==> src/rtl/data_compare_pkg.sv <==
// rtl/data_compare_pkg.sv - result codes and FSM states for the serial wide-operand comparator
package data_compare_pkg;

    localparam logic [2:0] CMP_NONE = 3'b000;
    localparam logic [2:0] CMP_GT   = 3'b100;
    localparam logic [2:0] CMP_EQ   = 3'b010;
    localparam logic [2:0] CMP_LT   = 3'b001;

    typedef enum logic [1:0] {
        IDLE,
        RUN,
        DONE
    } cmp_state_t;

endpackage

==> src/rtl/data_compare_serial_if.sv <==
// rtl/data_compare_serial_if.sv - start/busy/done compare bus between producer and comparator
interface data_compare_serial_if #(
    parameter int WIDTH = 32
) ();

    logic             iStart;
    logic             iSigned;
    logic [WIDTH-1:0] iData_a;
    logic [WIDTH-1:0] iData_b;
    logic             oBusy;
    logic             oDone;
    logic [2:0]       oData;

    modport master (
        output iStart, iSigned, iData_a, iData_b,
        input  oBusy, oDone, oData
    );

    modport slave (
        input  iStart, iSigned, iData_a, iData_b,
        output oBusy, oDone, oData
    );

endinterface

==> src/rtl/data_compare_chunk.sv <==
// rtl/data_compare_chunk.sv - combinational unsigned CHUNK-bit compare producing {gt,eq,lt}
module data_compare_chunk
    import data_compare_pkg::*;
#(
    parameter int CHUNK = 8
) (
    input  logic [CHUNK-1:0] iA,
    input  logic [CHUNK-1:0] iB,
    output logic [2:0]       oRes
);

    always_comb begin
        oRes = CMP_EQ;
        if (iA > iB) begin
            oRes = CMP_GT;
        end else if (iA < iB) begin
            oRes = CMP_LT;
        end
    end

endmodule

==> src/rtl/data_compare_serial.sv <==
// rtl/data_compare_serial.sv - multi-cycle magnitude comparator, MSB chunk first, optional early exit
module data_compare_serial
    import data_compare_pkg::*;
#(
    parameter int WIDTH      = 32,
    parameter int CHUNK      = 8,
    parameter bit EARLY_EXIT = 1'b1
) (
    input  logic                  iClk,
    input  logic                  iRst,
    data_compare_serial_if.slave  bus
);

    localparam int NCHUNK = WIDTH / CHUNK;
    localparam int IDXW   = (NCHUNK > 1) ? $clog2(NCHUNK) : 1;
    localparam logic [IDXW-1:0]  IDX_TOP   = IDXW'(NCHUNK - 1);
    localparam logic [WIDTH-1:0] SIGN_MASK = WIDTH'(1) << (WIDTH - 1);

    generate
        if ((WIDTH % CHUNK) != 0 || NCHUNK < 1) begin : gBadWidth
            $error("data_compare_serial: WIDTH must be a non-zero multiple of CHUNK");
        end
    endgenerate

    cmp_state_t       state;
    cmp_state_t       stateNext;
    logic [WIDTH-1:0] aReg;
    logic [WIDTH-1:0] bReg;
    logic [IDXW-1:0]  idx;
    logic             found;
    logic [2:0]       recorded;
    logic [2:0]       dataReg;
    logic [CHUNK-1:0] aChunk;
    logic [CHUNK-1:0] bChunk;
    logic [2:0]       chunkRes;
    logic             chunkDiff;
    logic             lastChunk;
    logic             finish;
    logic             accept;
    logic             busy;
    logic             done;

    // Signed order equals unsigned order once both sign bits are flipped, so
    // the flip is applied at latch time and the datapath stays unsigned.
    assign aChunk = aReg[int'(idx)*CHUNK +: CHUNK];
    assign bChunk = bReg[int'(idx)*CHUNK +: CHUNK];

    data_compare_chunk #(
        .CHUNK (CHUNK)
    ) uChunk (
        .iA   (aChunk),
        .iB   (bChunk),
        .oRes (chunkRes)
    );

    assign chunkDiff = (chunkRes != CMP_EQ);
    assign lastChunk = (idx == '0);
    assign finish    = lastChunk || (EARLY_EXIT && chunkDiff);

    always_comb begin
        stateNext = state;
        busy      = 1'b0;
        done      = 1'b0;
        accept    = 1'b0;
        case (state)
            IDLE: begin
                if (bus.iStart) begin
                    accept    = 1'b1;
                    stateNext = RUN;
                end
            end
            RUN: begin
                busy = 1'b1;
                if (finish) begin
                    stateNext = DONE;
                end
            end
            DONE: begin
                done = 1'b1;
                if (bus.iStart) begin
                    accept    = 1'b1;
                    stateNext = RUN;
                end else begin
                    stateNext = IDLE;
                end
            end
            default: stateNext = IDLE;
        endcase
    end

    always_ff @(posedge iClk) begin
        if (iRst) begin
            state    <= IDLE;
            aReg     <= '0;
            bReg     <= '0;
            idx      <= IDX_TOP;
            found    <= 1'b0;
            recorded <= CMP_NONE;
            dataReg  <= CMP_NONE;
        end else begin
            state <= stateNext;
            if (accept) begin
                aReg  <= bus.iData_a ^ (bus.iSigned ? SIGN_MASK : '0);
                bReg  <= bus.iData_b ^ (bus.iSigned ? SIGN_MASK : '0);
                idx   <= IDX_TOP;
                found <= 1'b0;
            end else if (state == RUN) begin
                // Only the most significant difference decides the outcome.
                if (!found && chunkDiff) begin
                    found    <= 1'b1;
                    recorded <= chunkRes;
                end
                if (!lastChunk) begin
                    idx <= idx - 1'b1;
                end
                if (finish) begin
                    dataReg <= found ? recorded : chunkRes;
                end
            end
        end
    end

    assign bus.oBusy = busy;
    assign bus.oDone = done;
    assign bus.oData = dataReg;

endmodule

==> src/flat_wrapper.sv <==
// flat-port wrapper written by rule: the top's interface ports become plain ports
module data_compare_serial_flat import data_compare_pkg::*;
#(
    parameter int WIDTH      = 32,
    parameter int CHUNK      = 8,
    parameter bit EARLY_EXIT = 1'b1
)
  (iClk, iRst, bus_iStart, bus_iSigned, bus_iData_a, bus_iData_b, bus_oBusy, bus_oDone, bus_oData);
  data_compare_serial_if #(.WIDTH(WIDTH)) bus_i ();
  input  logic iClk;
  input  logic iRst;
  input wire logic [$bits(bus_i.iStart)-1:0] bus_iStart;
  input wire logic [$bits(bus_i.iSigned)-1:0] bus_iSigned;
  input wire logic [$bits(bus_i.iData_a)-1:0] bus_iData_a;
  input wire logic [$bits(bus_i.iData_b)-1:0] bus_iData_b;
  output wire logic [$bits(bus_i.oBusy)-1:0] bus_oBusy;
  output wire logic [$bits(bus_i.oDone)-1:0] bus_oDone;
  output wire logic [$bits(bus_i.oData)-1:0] bus_oData;
  assign bus_i.iStart = bus_iStart;
  assign bus_i.iSigned = bus_iSigned;
  assign bus_i.iData_a = bus_iData_a;
  assign bus_i.iData_b = bus_iData_b;
  assign bus_oBusy = bus_i.oBusy;
  assign bus_oDone = bus_i.oDone;
  assign bus_oData = bus_i.oData;
  data_compare_serial #(.WIDTH(WIDTH), .CHUNK(CHUNK), .EARLY_EXIT(EARLY_EXIT)) u_core (.iClk(iClk), .iRst(iRst), .bus(bus_i));
endmodule
==> config.mk <==
export PLATFORM = sky130hd
export DESIGN_NAME = data_compare_serial_flat
export DESIGN_NICKNAME = d
export VERILOG_FILES = /design/src/rtl/data_compare_pkg.sv /design/src/rtl/data_compare_serial_if.sv /design/src/rtl/data_compare_chunk.sv /design/src/rtl/data_compare_serial.sv /design/src/flat_wrapper.sv
export SDC_FILE = /design/constraint.sdc
export NUM_CORES = 1
export LEC_CHECK = 0
export BUFFER_PORTS_ARGS = -buffer_cell sky130_fd_sc_hd__buf_2
export CORE_ASPECT_RATIO = 0.6
export CORE_MARGIN = 4
export CORE_UTILIZATION = 54
export DETAILED_ROUTE_END_ITERATION = 7
export PLACE_DENSITY_LB_ADDON = 0.3
export SLEW_MARGIN = 30
export SYNTH_ARGS = -nofsm -noshare
export SYNTH_HDL_FRONTEND = slang
export SYNTH_SLANG_ARGS = --single-unit
export TNS_END_PERCENT = 50
==> constraint.sdc <==
create_clock -name iClk -period 3 [get_ports iClk]
set_input_delay 0.6 -clock iClk [delete_from_list [all_inputs] [get_ports iClk]]
set_output_delay 0.6 -clock iClk [all_outputs]
set_load 0.005 [all_outputs]
* Word level (Yosys, flattened, before mapping)
Index checks and enable logic that the tools add are counted.
** Storage, ports and cells
- Logic and storage cells :: 45
- Output and inout bits :: 5
- Input bits :: 68
- Flip-flop bits (word level) :: 75
** Cells by class
- Equality and inequality tests :: 5
- Reduce and logical (&&, ||, !) cells :: 12
- Bitwise gates (word level) :: 4
- $add $sub $neg :: 1
- Order comparisons :: 2
- Multiplexer cells :: 12
- Shift-type cells :: 2
** Operators with widths (number)
- indexed part select 32 x 6 -> 8 bit :: 2
- XOR 32 bit :: 2
- 2-to-1 mux 32 bit :: 1
- greater-than comparator 8 bit :: 1
- less-than comparator 8 bit :: 1
- 2-to-1 mux 2 bit :: 3
- 2-to-1 mux 3 bit :: 2
- one-hot mux 2 bit (3 select lines) :: 1
- AND reduction 2 bit :: 3
- AND reduction 3 bit :: 2
- 2-to-1 mux 1 bit :: 5
- zero test 2 bit :: 2
- OR reduction 2 bit :: 2
- inequality test 3 x 2 -> 1 bit, second input constant :: 1
- == test 2 x 1 -> 1 bit, second input constant :: 1
- == test 2 bit, second input constant :: 1
- inequality test 2 x 1 -> 1 bit, second input constant :: 1
- inequality test 2 bit, second input constant :: 1
- NOT 1 bit :: 2
- subtractor 2 x 1 -> 2 bit, second input constant :: 1
- logical AND 1 bit :: 1
- zero test 1 bit :: 1
- logical OR 1 bit :: 1

* Depth between registers and ports, before layout
Gate-level depths: netlist (run 1).
- Word-level depth :: 8
- Depth in mapped cells :: 10
- Mapped depth without buffers :: 8

* By module
Synthesis (run 1) repeated with hierarchy kept, for this count alone.
** Second synthesis, totals
- Cells, all modules :: 386
- Area, all modules :: 3299.4 um2
** Modules (own cells, without submodules)
- data_compare_serial :: area each 3071.7 um2, seq. area each 1501.4 um2, times used 1, cells each 353
- data_compare_chunk :: area each 227.7 um2, seq. area each 0.0 um2, times used 1, cells each 33

* Worst setup path before layout (run 1)
No wires, ideal clock.
- Kind :: register -> register
- From :: register u_core.idx[0]
- To :: register u_core.recorded[0]
- Required time :: 2.930 ns
- Cell stages (with the launch flop) :: 10
- Arrival time :: 2.459 ns
- Path buffers :: 2
- Library setup time :: 0.070 ns
- Clock period less this slack :: 2.529 ns
- Setup slack :: 0.471 ns
- Cells stage by stage :: dfxtp_1 > buf_2 > buf_4 > mux4_2 > ha_1 > nor2b_4 > o211ai_4 > a21oi_2 > or4_1 > a21oi_1
** On the way
- Longest elaborated chain between the ends :: 7
- Elaborated cells between the ends (all ways) :: 9
- Those cells by class :: order compare: 2; eq/ne: 1; shift: 2; mux: 2; reduce/logical: 2
** Ends and longest elaborated chain
- start, declared :: RTL line data_compare_serial.sv:29 : logic [IDXW-1:0] idx;
- start signal, assigned :: RTL line data_compare_serial.sv:114 : idx <= idx - 1'b1;
- indexed part select 32 x 6 -> 8 bit, on equally long branches :: RTL line data_compare_serial.sv:45, data_compare_serial.sv:46
- less-than comparator 8 bit :: RTL line data_compare_chunk.sv:16 : end else if (iA < iB) begin
- 2-to-1 mux 2 bit :: RTL line data_compare_chunk.sv:16
- 2-to-1 mux 3 bit (*) :: RTL line data_compare_chunk.sv:14 : if (iA > iB) begin
- inequality test 3 x 2 -> 1 bit :: RTL line data_compare_serial.sv:56 : assign chunkDiff = (chunkRes != CMP_EQ);
- logical AND 1 bit :: RTL line data_compare_serial.sv:109 : if (!found && chunkDiff) begin
- AND reduction 3 bit (no source line)
- end signal, assigned :: RTL line data_compare_serial.sv:111 : recorded <= chunkRes;
- end, declared :: RTL line data_compare_serial.sv:31 : logic [2:0] recorded;
Every way passes the cells marked *; elsewhere a longest branch is shown, timed or not.
A chain may end at the register's enable or synchronous reset.

* Final worst setup path (run 1)
- From :: register u_core.idx[1]
- To :: register u_core.dataReg[2], in the netlist u_core.bus.oData[2]
** On the way
- Longest elaborated chain between the ends :: 7
- Elaborated cells between the ends (all ways) :: 11
- Those cells by class :: order compare: 2; eq/ne: 1; shift: 2; mux: 3; reduce/logical: 3
** Ends and longest elaborated chain
- indexed part select 32 x 6 -> 8 bit, on equally long branches :: RTL line data_compare_serial.sv:45, data_compare_serial.sv:46
- less-than comparator 8 bit :: RTL line data_compare_chunk.sv:16
- 2-to-1 mux 2 bit :: RTL line data_compare_chunk.sv:16
- 2-to-1 mux 3 bit :: RTL line data_compare_chunk.sv:14
- inequality test 3 x 2 -> 1 bit :: RTL line data_compare_serial.sv:56
- logical OR 1 bit :: RTL line data_compare_serial.sv:58 : assign finish = lastChunk || (EARLY_EXIT && chunkDiff);
- AND reduction 3 bit (no source line)
- end signal, assigned :: RTL line data_compare_serial.sv:117 : dataReg <= found ? recorded : chunkRes;
- end, declared :: RTL line data_compare_serial.sv:32 : logic [2:0] dataReg;
Several ways; a longest one is shown, not always the timed one.

==> flow_summary.rst, run 1 <==
.. list-table::
   :header-rows: 1

   * - Metric
     - Value
   * - Flip-flop cell with the highest count after synthesis
     - dfxtp_1
   * - Count of synthesis-stage warnings from yosys
     - 0
   * - Ratio of cells with drive above 1 in the final layout
     - 0.267
   * - Share of async-settable or async-resettable flops after synthesis
     - 0
   * - Slack of the worst reg-to-reg path
     - between 0.3 and 0.4 ns
   * - Post-Synth Simple-Gate Area
     - 0.192
   * - Cts repair resizes
     - 0
   * - Post-synth EDFFs
     - 0
   * - Endpoint with the worst hold slack
     - u_core.bReg[3]
   * - Post-detailed-route wirelength per cell
     - 13.9 um
   * - Mux contribution to synthesized area
     - 0.108
   * - Seq/Total Area, Yosys
     - 0.452
   * - Remaining global-route overflow
     - 0
   * - Max_cap viols
     - 0
   * - CTS Hold Bufs
     - 0
   * - DR vias/cell
     - around 5.2
   * - Pre-Repair DR Iteration Count
     - 5
   * - Depth of the most critical reg-to-reg path
     - 7
   * - Min-Delay Path Class
     - flop to flop
   * - Placer's final routability congestion estimate
     - roughly 0.83
   * - Source-to-sink clock delay at the later pin of the worst-skew pair
     - around 0.34 ns
   * - Cell leakage power
     - 1.65 nW
   * - Non-filler instance count after layout
     - between 500 and 600
   * - Critical hold path startpoint
     - u_core.bReg[3]
   * - Clock transition time at the flip-flop clock pins of the worst setup and hold paths
     - around 0.070 ns
   * - Placed Cells
     - ~520
   * - IO buf count
     - 72
   * - Max Fclk
     - 379 MHz
   * - Post-route fraction of the period consumed by the critical path
     - 0.881
   * - Starting Density
     - 0.577
   * - Result of the run
     - completed
   * - Startpoint of the worst register-to-register path
     - u_core.idx[1]
   * - Cts bufs inserted
     - 9
   * - Worst Setup Path Type
     - flop to flop
   * - Number of storage elements in the synthesis netlist
     - 75
   * - Diode insertion count for antenna repair
     - 0
   * - Crit start category
     - flop
   * - Combined global-route utilization of all metal layers
     - 0.214
   * - Dominant combinational cell family by area after synthesis
     - simple AND/OR/NAND/NOR gates
   * - Number of nets still failing antenna checks after routing
     - 0
   * - Count of unresolved DRC violations after routing
     - 0
   * - Total wire length
     - 7.41 mm
   * - Final period demand of the worst path
     - roughly 2.6 ns
   * - Capturing element type of the critical path
     - flop
   * - Design Power
     - ~2.2 mW
   * - Standard cell area after detailed placement
     - ~3700 sq um
   * - Count of mapped cells out of synthesis
     - 385
   * - Endpoints failing setup
     - 0
   * - Number of antenna violations at the first check in global routing
     - 0
   * - Via count of the first global-routing pass
     - between 2000 and 3000
   * - Die extent in x
     - around 110 um
   * - VDD IR-drop max
     - 0.000309 V
   * - Unrepaired setup endpoints after global routing
     - false
   * - H-tree depth reported by CTS
     - 3
   * - Post-CTS setup buffer count
     - 0
   * - End of the worst register-to-register path
     - u_core.bus.oData[2]
   * - TritonCTS clock tree
     - done
   * - Share of synthesized cell area in full adder, half adder and majority cells
     - 0.0339
   * - Clock skew after layout
     - about 0.0053 ns
   * - Number of buffers between clock root and the deepest sink
     - 2
   * - Syn Nets
     - around 460
   * - Share of the synthesized area in compound gates (AO/OA/AOI/OAI)
     - 0.154
   * - CP Data Arrival Time
     - about 2.9 ns
   * - Die outline height
     - 68.8 um
   * - Clock tree sinks
     - 75
   * - Cell depth of the worst hold path
     - 2
   * - Synthesized-area fraction occupied by xor and xnor cells
     - 0.00791
   * - Required time of the critical path
     - approximately 3.2 ns
   * - Accumulated negative setup slack
     - 0 ns
   * - Total Nets Final
     - between 500 and 600
   * - Via count of the routed design
     - approximately 2800
   * - Number of library cell types mapped by synthesis
     - 36
   * - Die footprint
     - approximately 7500 sq um
   * - Rows
     - 21
   * - Core outline area
     - roughly 5800 sq um
   * - Layout overhead on the synthesized area
     - 17.6%
   * - Detail Placement HPWL
     - ~5.5 mm
   * - Worst slew margin relative to its limit
     - 0.575
   * - DR iter-0 viols
     - approximately 140
   * - Worst Path Max Fanout
     - 8
   * - Final max-slew violation count
     - 0
   * - Layout Cell Area excl Fill
     - between 3000 and 4000 sq um
   * - Post-route core utilization
     - 0.679
   * - Post-Synthesis Mean Instance Area
     - between 8 and 9 sq um
   * - First-pass GRT wire length
     - between 10 and 15 mm
   * - Worst slew pin tran
     - about 0.64 ns
   * - Largest net degree at the start of global routing
     - between 60 and 70
   * - Synthesized cell area
     - between 3000 and 4000 sq um
   * - Top-level port count
     - 73
   * - Library cell used as clock root buffer
     - clkbuf_8
   * - Cell area power density
     - ~550 nW/um^2
   * - Final Hold Violating Endpoints
     - 0
worst max-delay path, cell delays in order (launching register included):
cell	delay (ns)
dfxtp_1	0.60
mux4_2	0.57
ha_1	0.35
nand4_1	0.15
or2_4	0.31
o21a_1	0.22
o31ai_1	0.25
a31oi_1	0.07
logic make-up after synthesis:
group	after synthesis
compound gates	87
xor+xnor	3
fa+ha+maj	9
buf+inv	41
flops	75
mux	16
simple gates	154
metal layers:
| layer | GRT usage | wire length [um] | vias to the layer above |
|---|---|---|---|
| met5 | 0 | 0 | - |
| met4 | 0.0778 | 126 | 0 |
| met3 | 0.0726 | 553 | 15 |
| met2 | 0.326 | 3210 | 94 |
| met1 | 0.285 | 3510 | 1255 |
| li1 | - | - | 1424 |
area by class of cell:
cell class / count / area (sq um)
repair buffers: 79 / 413
fillers: 492 / 1850
clock inverters: 4 / 25.0
inverters: 14 / 52.6
flip-flops and latches: 75 / 1500
well taps: 80 / 100
clock buffers: 12 / 155
multi-input cells: 269 / 1660
worst max path at each step:
stage,from,endpoint,cells past startpoint,slack [ns]
after floorplan,u_core.idx[0],u_core.recorded[0],9,0.47
after global placement,u_core.idx[1],u_core.bus.oData[2],7,0.50
after detailed placement,u_core.idx[1],u_core.bus.oData[2],7,0.40
after CTS,u_core.idx[1],u_core.bus.oData[2],7,0.38
after global routing,u_core.idx[1],u_core.bus.oData[0],7,0.19
final,u_core.idx[1],u_core.bus.oData[2],7,0.36
synthesized netlist by cell type (2+ instances only):
cell type  instances  share of area
o211ai_1           2         0.0045
mux4_2            16           0.11
nand4_1            2         0.0038
a21oi_1           67           0.10
a21oi_2            2         0.0053
a31oi_1            2         0.0038
a211oi_1           2         0.0045
clkbuf_1          16          0.018
nor2b_1            2         0.0038
buf_4              2         0.0045
dfxtp_1           75           0.45
inv_1             13          0.015
nand2_1          133           0.15
ha_1               9          0.034
o31ai_1            3         0.0068
nor2_1             6         0.0068
xnor2_1            3         0.0079
nand2b_1           2         0.0038
o21a_1             3         0.0068
buf_2              9          0.014
where the power goes:
part / total (mW) / switching, mW / internal (mW)
clock: 0.687 / 0.345 / 0.342
sequential: 1.10 / 0.0414 / 1.06
combinational: 0.372 / 0.202 / 0.170
total: 2.16 / 0.588 / 1.57
cells in the final DEF (no fill, tap or decap), drive strengths merged, types with 2 or more instances in the layout:
master / Yosys / layout
nand4: 2 / 2
a21oi: 69 / 69
mux4: 16 / 16
dfxtp: 75 / 75
clkinv: 0 / 2
o211ai: 3 / 3
xnor2: 3 / 3
nand2b: 2 / 2
nand2: 133 / 133
o21a: 3 / 3
a31oi: 3 / 3
clkinvlp: 0 / 2
o31ai: 3 / 3
a211oi: 2 / 2
clkbuf: 16 / 12
nor2: 6 / 6
nor2b: 3 / 3
ha: 9 / 9
o21ai: 2 / 2
inv: 14 / 14
buf: 11 / 79
sequential cells by signal (all words and copies together), names as in the netlist:
name              cells
u_core.aReg          32
u_core.bus.oData      3
u_core.idx            2
u_core.state          2
u_core.bReg          32
u_core.recorded       3
u_core.found          1
stage by stage:
| step | hold WS [ns] | setup WS, ns |
|---|---|---|
| after floorplan | 0.433 | 0.471 |
| after global placement | 0.444 | 0.504 |
| after detailed placement | 0.443 | 0.400 |
| after CTS | 0.453 | 0.380 |
| after global routing | 0.471 | 0.194 |
| final | 0.455 | 0.358 |
No activity file was read; power rests on OpenSTA's default activity.
==> run 2, diff against run 1 <==
--- a/config.mk
+++ b/config.mk
@@ -6,11 +6,11 @@
 export NUM_CORES = 1
 export LEC_CHECK = 0
 export BUFFER_PORTS_ARGS = -buffer_cell sky130_fd_sc_hd__buf_2
-export CORE_ASPECT_RATIO = 0.6
+export CORE_ASPECT_RATIO = 1.4
 export CORE_MARGIN = 4
 export CORE_UTILIZATION = 54
 export DETAILED_ROUTE_END_ITERATION = 7
-export PLACE_DENSITY_LB_ADDON = 0.3
+export PLACE_DENSITY = 0.85
 export SLEW_MARGIN = 30
 export SYNTH_ARGS = -nofsm -noshare
 export SYNTH_HDL_FRONTEND = slang
==> flow_summary.rst, run 2 (same netlist as run 1, synthesis figures left out) <==
.. list-table::
   :header-rows: 1

   * - Metric
     - Value
   * - Die extent in x
     - between 70 and 80 um
   * - Accumulated negative setup slack
     - 0 ns
   * - TritonCTS clock tree
     - done
   * - Combined global-route utilization of all metal layers
     - 0.215
   * - Top-level port count
     - 73
   * - Startpoint of the worst register-to-register path
     - u_core.idx[1]
   * - Post-route fraction of the period consumed by the critical path
     - 0.869
   * - Max_cap viols
     - 0
   * - Largest net degree at the start of global routing
     - 35
   * - Placer's final routability congestion estimate
     - about 0.87
   * - Pre-Repair DR Iteration Count
     - 4
   * - Final max-slew violation count
     - 0
   * - # fillers
     - 497
   * - DR iter-0 viols
     - about 180
   * - Core outline area
     - between 5000 and 6000 sq um
   * - Total wire length
     - 7.56 mm
   * - Endpoint with the worst hold slack
     - u_core.aReg[16]
   * - Max Fclk
     - ~380 MHz
   * - Worst slew margin relative to its limit
     - 0.628
   * - Number of nets still failing antenna checks after routing
     - 0
   * - Capturing element type of the critical path
     - flop
   * - Slack of the worst reg-to-reg path
     - 0.39 ns
   * - Clock skew after layout
     - about 0.0059 ns
   * - IO buf count
     - 72
   * - H-tree depth reported by CTS
     - 3
   * - Post-detailed-route wirelength per cell
     - ~14 um
   * - Critical hold path startpoint
     - u_core.aReg[16]
   * - Ratio of cells with drive above 1 in the final layout
     - 0.270
   * - Final Hold Violating Endpoints
     - 0
   * - Cell leakage power
     - approximately 1.7 nW
   * - Via count of the routed design
     - 2852
   * - Worst slew pin tran
     - ~0.56 ns
   * - Cell depth of the worst hold path
     - 2
   * - Remaining global-route overflow
     - 0
   * - End of the worst register-to-register path
     - u_core.bus.oData[2]
   * - Source-to-sink clock delay at the later pin of the worst-skew pair
     - 0.34 ns
   * - Depth of the most critical reg-to-reg path
     - 7
   * - Via count of the first global-routing pass
     - approximately 2700
   * - Cts repair resizes
     - 0
   * - Die footprint
     - 7490 sq um
   * - VDD IR-drop max
     - between 0.0004 and 0.0005 V
   * - Cell area power density
     - roughly 560 nW/um^2
   * - Post-CTS setup buffer count
     - 0
   * - Result of the run
     - completed
   * - Design Power
     - around 2.2 mW
   * - Detail Placement HPWL
     - 5.61 mm
   * - Number of antenna violations at the first check in global routing
     - 0
   * - Clock transition time at the flip-flop clock pins of the worst setup and hold paths
     - about 0.08 ns
   * - Cts bufs inserted
     - 9
   * - CP Data Arrival Time
     - approximately 2.8 ns
   * - Min-Delay Path Class
     - flop to flop
   * - Beginning of the critical path
     - u_core.idx[1]
   * - First-pass GRT wire length
     - 12.3 mm
   * - Unrepaired setup endpoints after global routing
     - false
   * - Diode insertion count for antenna repair
     - 0
   * - DR vias/cell
     - approximately 5.4
   * - Worst Path Max Fanout
     - 7
   * - Most common library cell in the layout ignoring fill and taps
     - nand2_1
   * - Hold Slack
     - 0.456 ns
   * - Registers with the highest flip-flop counts
     - u_core.aReg: 32 flops, u_core.bReg: 32 flops
   * - Die outline height
     - roughly 100 um
   * - Count of unresolved DRC violations after routing
     - 0
   * - Layout overhead on the synthesized area
     - 17.9%
   * - Crit start category
     - flop
   * - Most frequent cells in the layout
     - 133 x nand2_1, 75 x dfxtp_1, 72 x buf_2, 67 x a21oi_1, 16 x mux4_2
   * - Starting Density
     - 0.563
   * - Clock tree sinks
     - 75
   * - Final period demand of the worst path
     - ~2.6 ns
   * - Rows
     - 33
   * - Library cell used as clock root buffer
     - clkbuf_8
   * - Worst Setup Path Type
     - flop to flop
   * - Total Nets Final
     - between 500 and 600
   * - Post-route core utilization
     - 0.663
   * - Number of buffers between clock root and the deepest sink
     - 2
   * - Required time of the critical path
     - 3.22 ns
   * - CTS Hold Bufs
     - 0
   * - Endpoints failing setup
     - 0
==> run 2: cell types whose count changed in the layout (fill, tap and decap cells not counted) <==
cell	before	now
clkinvlp_4	2	1
clkinv_2	2	1
buf_4	7	9
clkinv_4	0	1
clkbuf_8	11	12
==> run 2: worst max-delay path, cell delays in order (launching register included) <==
cell and delay (ns):
dfxtp_1 0.56, mux4_2 0.58, ha_1 0.34, nand4_1 0.17, or2_4 0.32, o21a_1 0.22
o31ai_1 0.22, a31oi_1 0.07
==> run 2: area by class of cell <==
cell class	count	area [sq um]	share of cell area
clock buffer	13	169	0.0431
clock inverter	3	21.3	0.00543
inverter	14	52.6	0.0134
multi-input combinational	269	1660	0.423
sequential	75	1500	0.383
tap	70	87.6	0.0224
timing repair buffer	81	428	0.109
==> run 2: metal layers <==
metal  vias to the layer above  routed length, um  global-route usage
met5                         -                  0                   0
met4                         0                164              0.0877
met3                        14                386              0.0589
met2                        89               3950               0.353
met1                      1321               3060               0.264
li1                       1428                  -                   -
==> run 2: metrics by stage <==
stage | worst slack [ns] | cell area [sq um] | instances
final | 0.392 | 3920 | 525
after global routing | 0.244 | 3920 | 525
after CTS | 0.386 | 3920 | 525
after detailed placement | 0.395 | 3730 | 509
after global placement | 0.524 | 3730 | 509
after floorplan | 0.471 | 3320 | 385
==> run 2: worst max-delay path by stage <==
| stage | slack [ns] | depth (start not counted) | to |
|---|---|---|---|
| 6_report | 0.39 | 7 | u_core.bus.oData[2] |
| 5_1_grt | 0.24 | 7 | u_core.bus.oData[1] |
| 4_1_cts | 0.39 | 7 | u_core.bus.oData[2] |
| 3_5_place_dp | 0.39 | 7 | u_core.bus.oData[2] |
| 3_3_place_gp | 0.52 | 7 | u_core.state[1] |
| 2_1_floorplan | 0.47 | 9 | u_core.recorded[0] |
==> run 2: power breakdown <==
group / switching, mW / internal [mW] / leakage, nW
combinational: 0.201 / 0.172 / 0.951
sequential: 0.0414 / 1.06 / 0.616
clock: 0.354 / 0.369 / 0.0956
==> run 3, diff against run 2 <==
--- a/config.mk
+++ b/config.mk
@@ -9,6 +9,7 @@
 export CORE_ASPECT_RATIO = 1.4
 export CORE_MARGIN = 4
 export CORE_UTILIZATION = 54
+export CTS_BUF_LIST = sky130_fd_sc_hd__clkbuf_16
 export DETAILED_ROUTE_END_ITERATION = 7
 export PLACE_DENSITY = 0.85
 export SLEW_MARGIN = 30
==> flow_summary.rst, run 3 (same netlist as run 1, synthesis figures left out) <==
.. list-table::
   :header-rows: 1

   * - Metric
     - Value
   * - Result of the run
     - completed
   * - Library cell used as clock root buffer
     - clkbuf_16
   * - Beginning of the critical path
     - u_core.idx[1]
   * - Detail Placement HPWL
     - 5.61 mm
   * - Footprint of the multi-input gates
     - roughly 1700 sq um
   * - Largest net degree at the start of global routing
     - 35
   * - Total wire length
     - about 7.6 mm
   * - Die outline height
     - ~100 um
   * - Top-level port count
     - 73
   * - Starting Density
     - 0.563
   * - First-pass GRT wire length
     - approximately 12 mm
   * - Critical path destination
     - u_core.bus.oData[2]
   * - Hold Slack
     - roughly 0.45 ns
   * - Cell leakage power
     - between 1.5 and 2 nW
   * - Via count of the first global-routing pass
     - ~2800
   * - Post-detailed-route wirelength per cell
     - 14.5 um
   * - DR vias/cell
     - 5.46
   * - Slack of the worst reg-to-reg path
     - a little over 0.4 ns
   * - # fillers
     - 484
   * - Unrepaired setup endpoints after global routing
     - false
   * - Count of unresolved DRC violations after routing
     - 0
   * - Crit start category
     - flop
   * - Final Hold Violating Endpoints
     - 0
   * - Required time of the critical path
     - around 3.2 ns
   * - Core outline area
     - between 5000 and 6000 sq um
   * - Clock transition time at the flip-flop clock pins of the worst setup and hold paths
     - approximately 0.060 ns
   * - Gate power share
     - 0.154
   * - Sw frac
     - 0.262
   * - Source-to-sink clock delay at the later pin of the worst-skew pair
     - approximately 0.33 ns
   * - Total Nets Final
     - 527
   * - Number of nets still failing antenna checks after routing
     - 0
   * - H-tree depth reported by CTS
     - 3
   * - Number of antenna violations at the first check in global routing
     - 0
   * - DR iter-0 viols
     - between 150 and 200
   * - Cell area power density
     - roughly 610 nW/um^2
   * - Worst Path Max Fanout
     - 7
   * - Max_cap viols
     - 0
   * - Min-Delay Path Class
     - flop to flop
   * - Worst Setup Path Type
     - flop to flop
   * - Layout overhead on the synthesized area
     - 20.1%
   * - VDD IR-drop max
     - 0.000431 V
   * - Startpoint of the worst register-to-register path
     - u_core.idx[1]
   * - Proportion of power drawn by flip-flops and latches
     - 0.457
   * - Cts repair resizes
     - 0
   * - Internal
     - between 1.5 and 2 mW
   * - Pre-Repair DR Iteration Count
     - 4
   * - Registers with the highest flip-flop counts
     - u_core.aReg: 32 flops, u_core.bReg: 32 flops
   * - Switching power total
     - between 600 and 700 uW
   * - Cts bufs inserted
     - 9
   * - Max Fclk
     - just under 400 MHz
   * - CP Data Arrival Time
     - around 2.8 ns
   * - Worst slew margin relative to its limit
     - 0.619
   * - Endpoints failing setup
     - 0
   * - Remaining global-route overflow
     - 0
   * - Worst slew pin tran
     - around 0.57 ns
   * - Diode insertion count for antenna repair
     - 0
   * - Most common library cell in the layout ignoring fill and taps
     - nand2_1
   * - Accumulated negative setup slack
     - 0 ns
   * - Combined global-route utilization of all metal layers
     - 0.219
   * - Clock tree sinks
     - 75
   * - Clock skew after layout
     - about 0.0043 ns
   * - End of the worst register-to-register path
     - u_core.bus.oData[2]
   * - Placer's final routability congestion estimate
     - 0.872
   * - Combined flip-flop and latch cell area
     - between 1500 and 2000 sq um
   * - Number of buffers between clock root and the deepest sink
     - 2
   * - Ratio of cells with drive above 1 in the final layout
     - 0.264
   * - Rows
     - 33
   * - Die footprint
     - approximately 7500 sq um
   * - Post-CTS setup buffer count
     - 0
   * - TritonCTS clock tree
     - done
   * - Placed Cells
     - ~500
   * - Post-route fraction of the period consumed by the critical path
     - 0.865
   * - CTS Hold Bufs
     - 0
   * - Final max-slew violation count
     - 0
   * - IO buf count
     - slightly above 70
   * - Depth of the most critical reg-to-reg path
     - 7
   * - Final period demand of the worst path
     - ~2.6 ns
   * - Via count of the routed design
     - between 2000 and 3000
   * - Die extent in x
     - between 70 and 80 um
   * - Proportion of power drawn by the clock network
     - 0.388
   * - Most frequent cells in the layout
     - 133 x nand2_1, 75 x dfxtp_1, 72 x buf_2, 67 x a21oi_1, 16 x mux4_2
   * - Capturing element type of the critical path
     - flop
   * - Non-filler instance count after layout
     - 525
[run 3: cell types whose count changed in the layout (fill, tap and decap cells not counted), sizes merged]
cell,delta
clkinv,+3
inv,+1
clkbuf,-4
[run 3: per-stage QoR]
step / power, mW / worst slack (ns) / utilization / cell area (sq um)
after global routing: 2.51 / 0.248 / 0.676 / 3990
final: 2.41 / 0.405 / 0.676 / 3990
after floorplan: 1.38 / 0.471 / - / 3320
after global placement: 1.48 / 0.524 / 0.631 / 3730
after detailed placement: 1.49 / 0.395 / 0.631 / 3730
after CTS: 2.43 / 0.391 / 0.676 / 3990
[run 3: worst max-delay path, stage by stage (launching register included)]
cell and delay [ns]:
dfxtp_1 0.56, mux4_2 0.58, ha_1 0.34, nand4_1 0.17
or2_4 0.32, o21a_1 0.21, o31ai_1 0.22, a31oi_1 0.07
[run 3: worst min path at each step]
stage	from	to	cells past startpoint
after CTS	u_core.aReg[13]	u_core.aReg[13]	2
final	u_core.aReg[16]	u_core.aReg[16]	2
after detailed placement	u_core.aReg[13]	u_core.aReg[13]	2
after global routing	u_core.bReg[25]	u_core.bReg[25]	2
after floorplan	u_core.aReg[10]	u_core.aReg[10]	2
after global placement	u_core.bReg[23]	u_core.bReg[23]	2
[run 3: power by group through the flow]
stage	clock network [mW]	registers, mW	logic (mW)
6_report	0.938	1.10	0.373
5_1_grt	0.985	1.11	0.418
4_1_cts	0.950	1.10	0.373
3_5_place_dp	0	1.12	0.370
3_3_place_gp	0	1.12	0.356
2_1_floorplan	0	1.11	0.271
[run 3: final cells by class]
class,instances,share of cell area
multi-input cells,269,0.416
inverters,14,0.0132
clock inverters,7,0.00910
well taps,70,0.0220
repair buffers,81,0.107
flip-flops and latches,75,0.376
clock buffers,9,0.0565
[run 3: routing by layer]
metal	up-vias	track usage	routed length (um)
met5	-	0	0
met2	97	0.354	3860
met3	20	0.0449	420
met4	0	0.123	276
met1	1322	0.267	3060
li1	1428	-	-
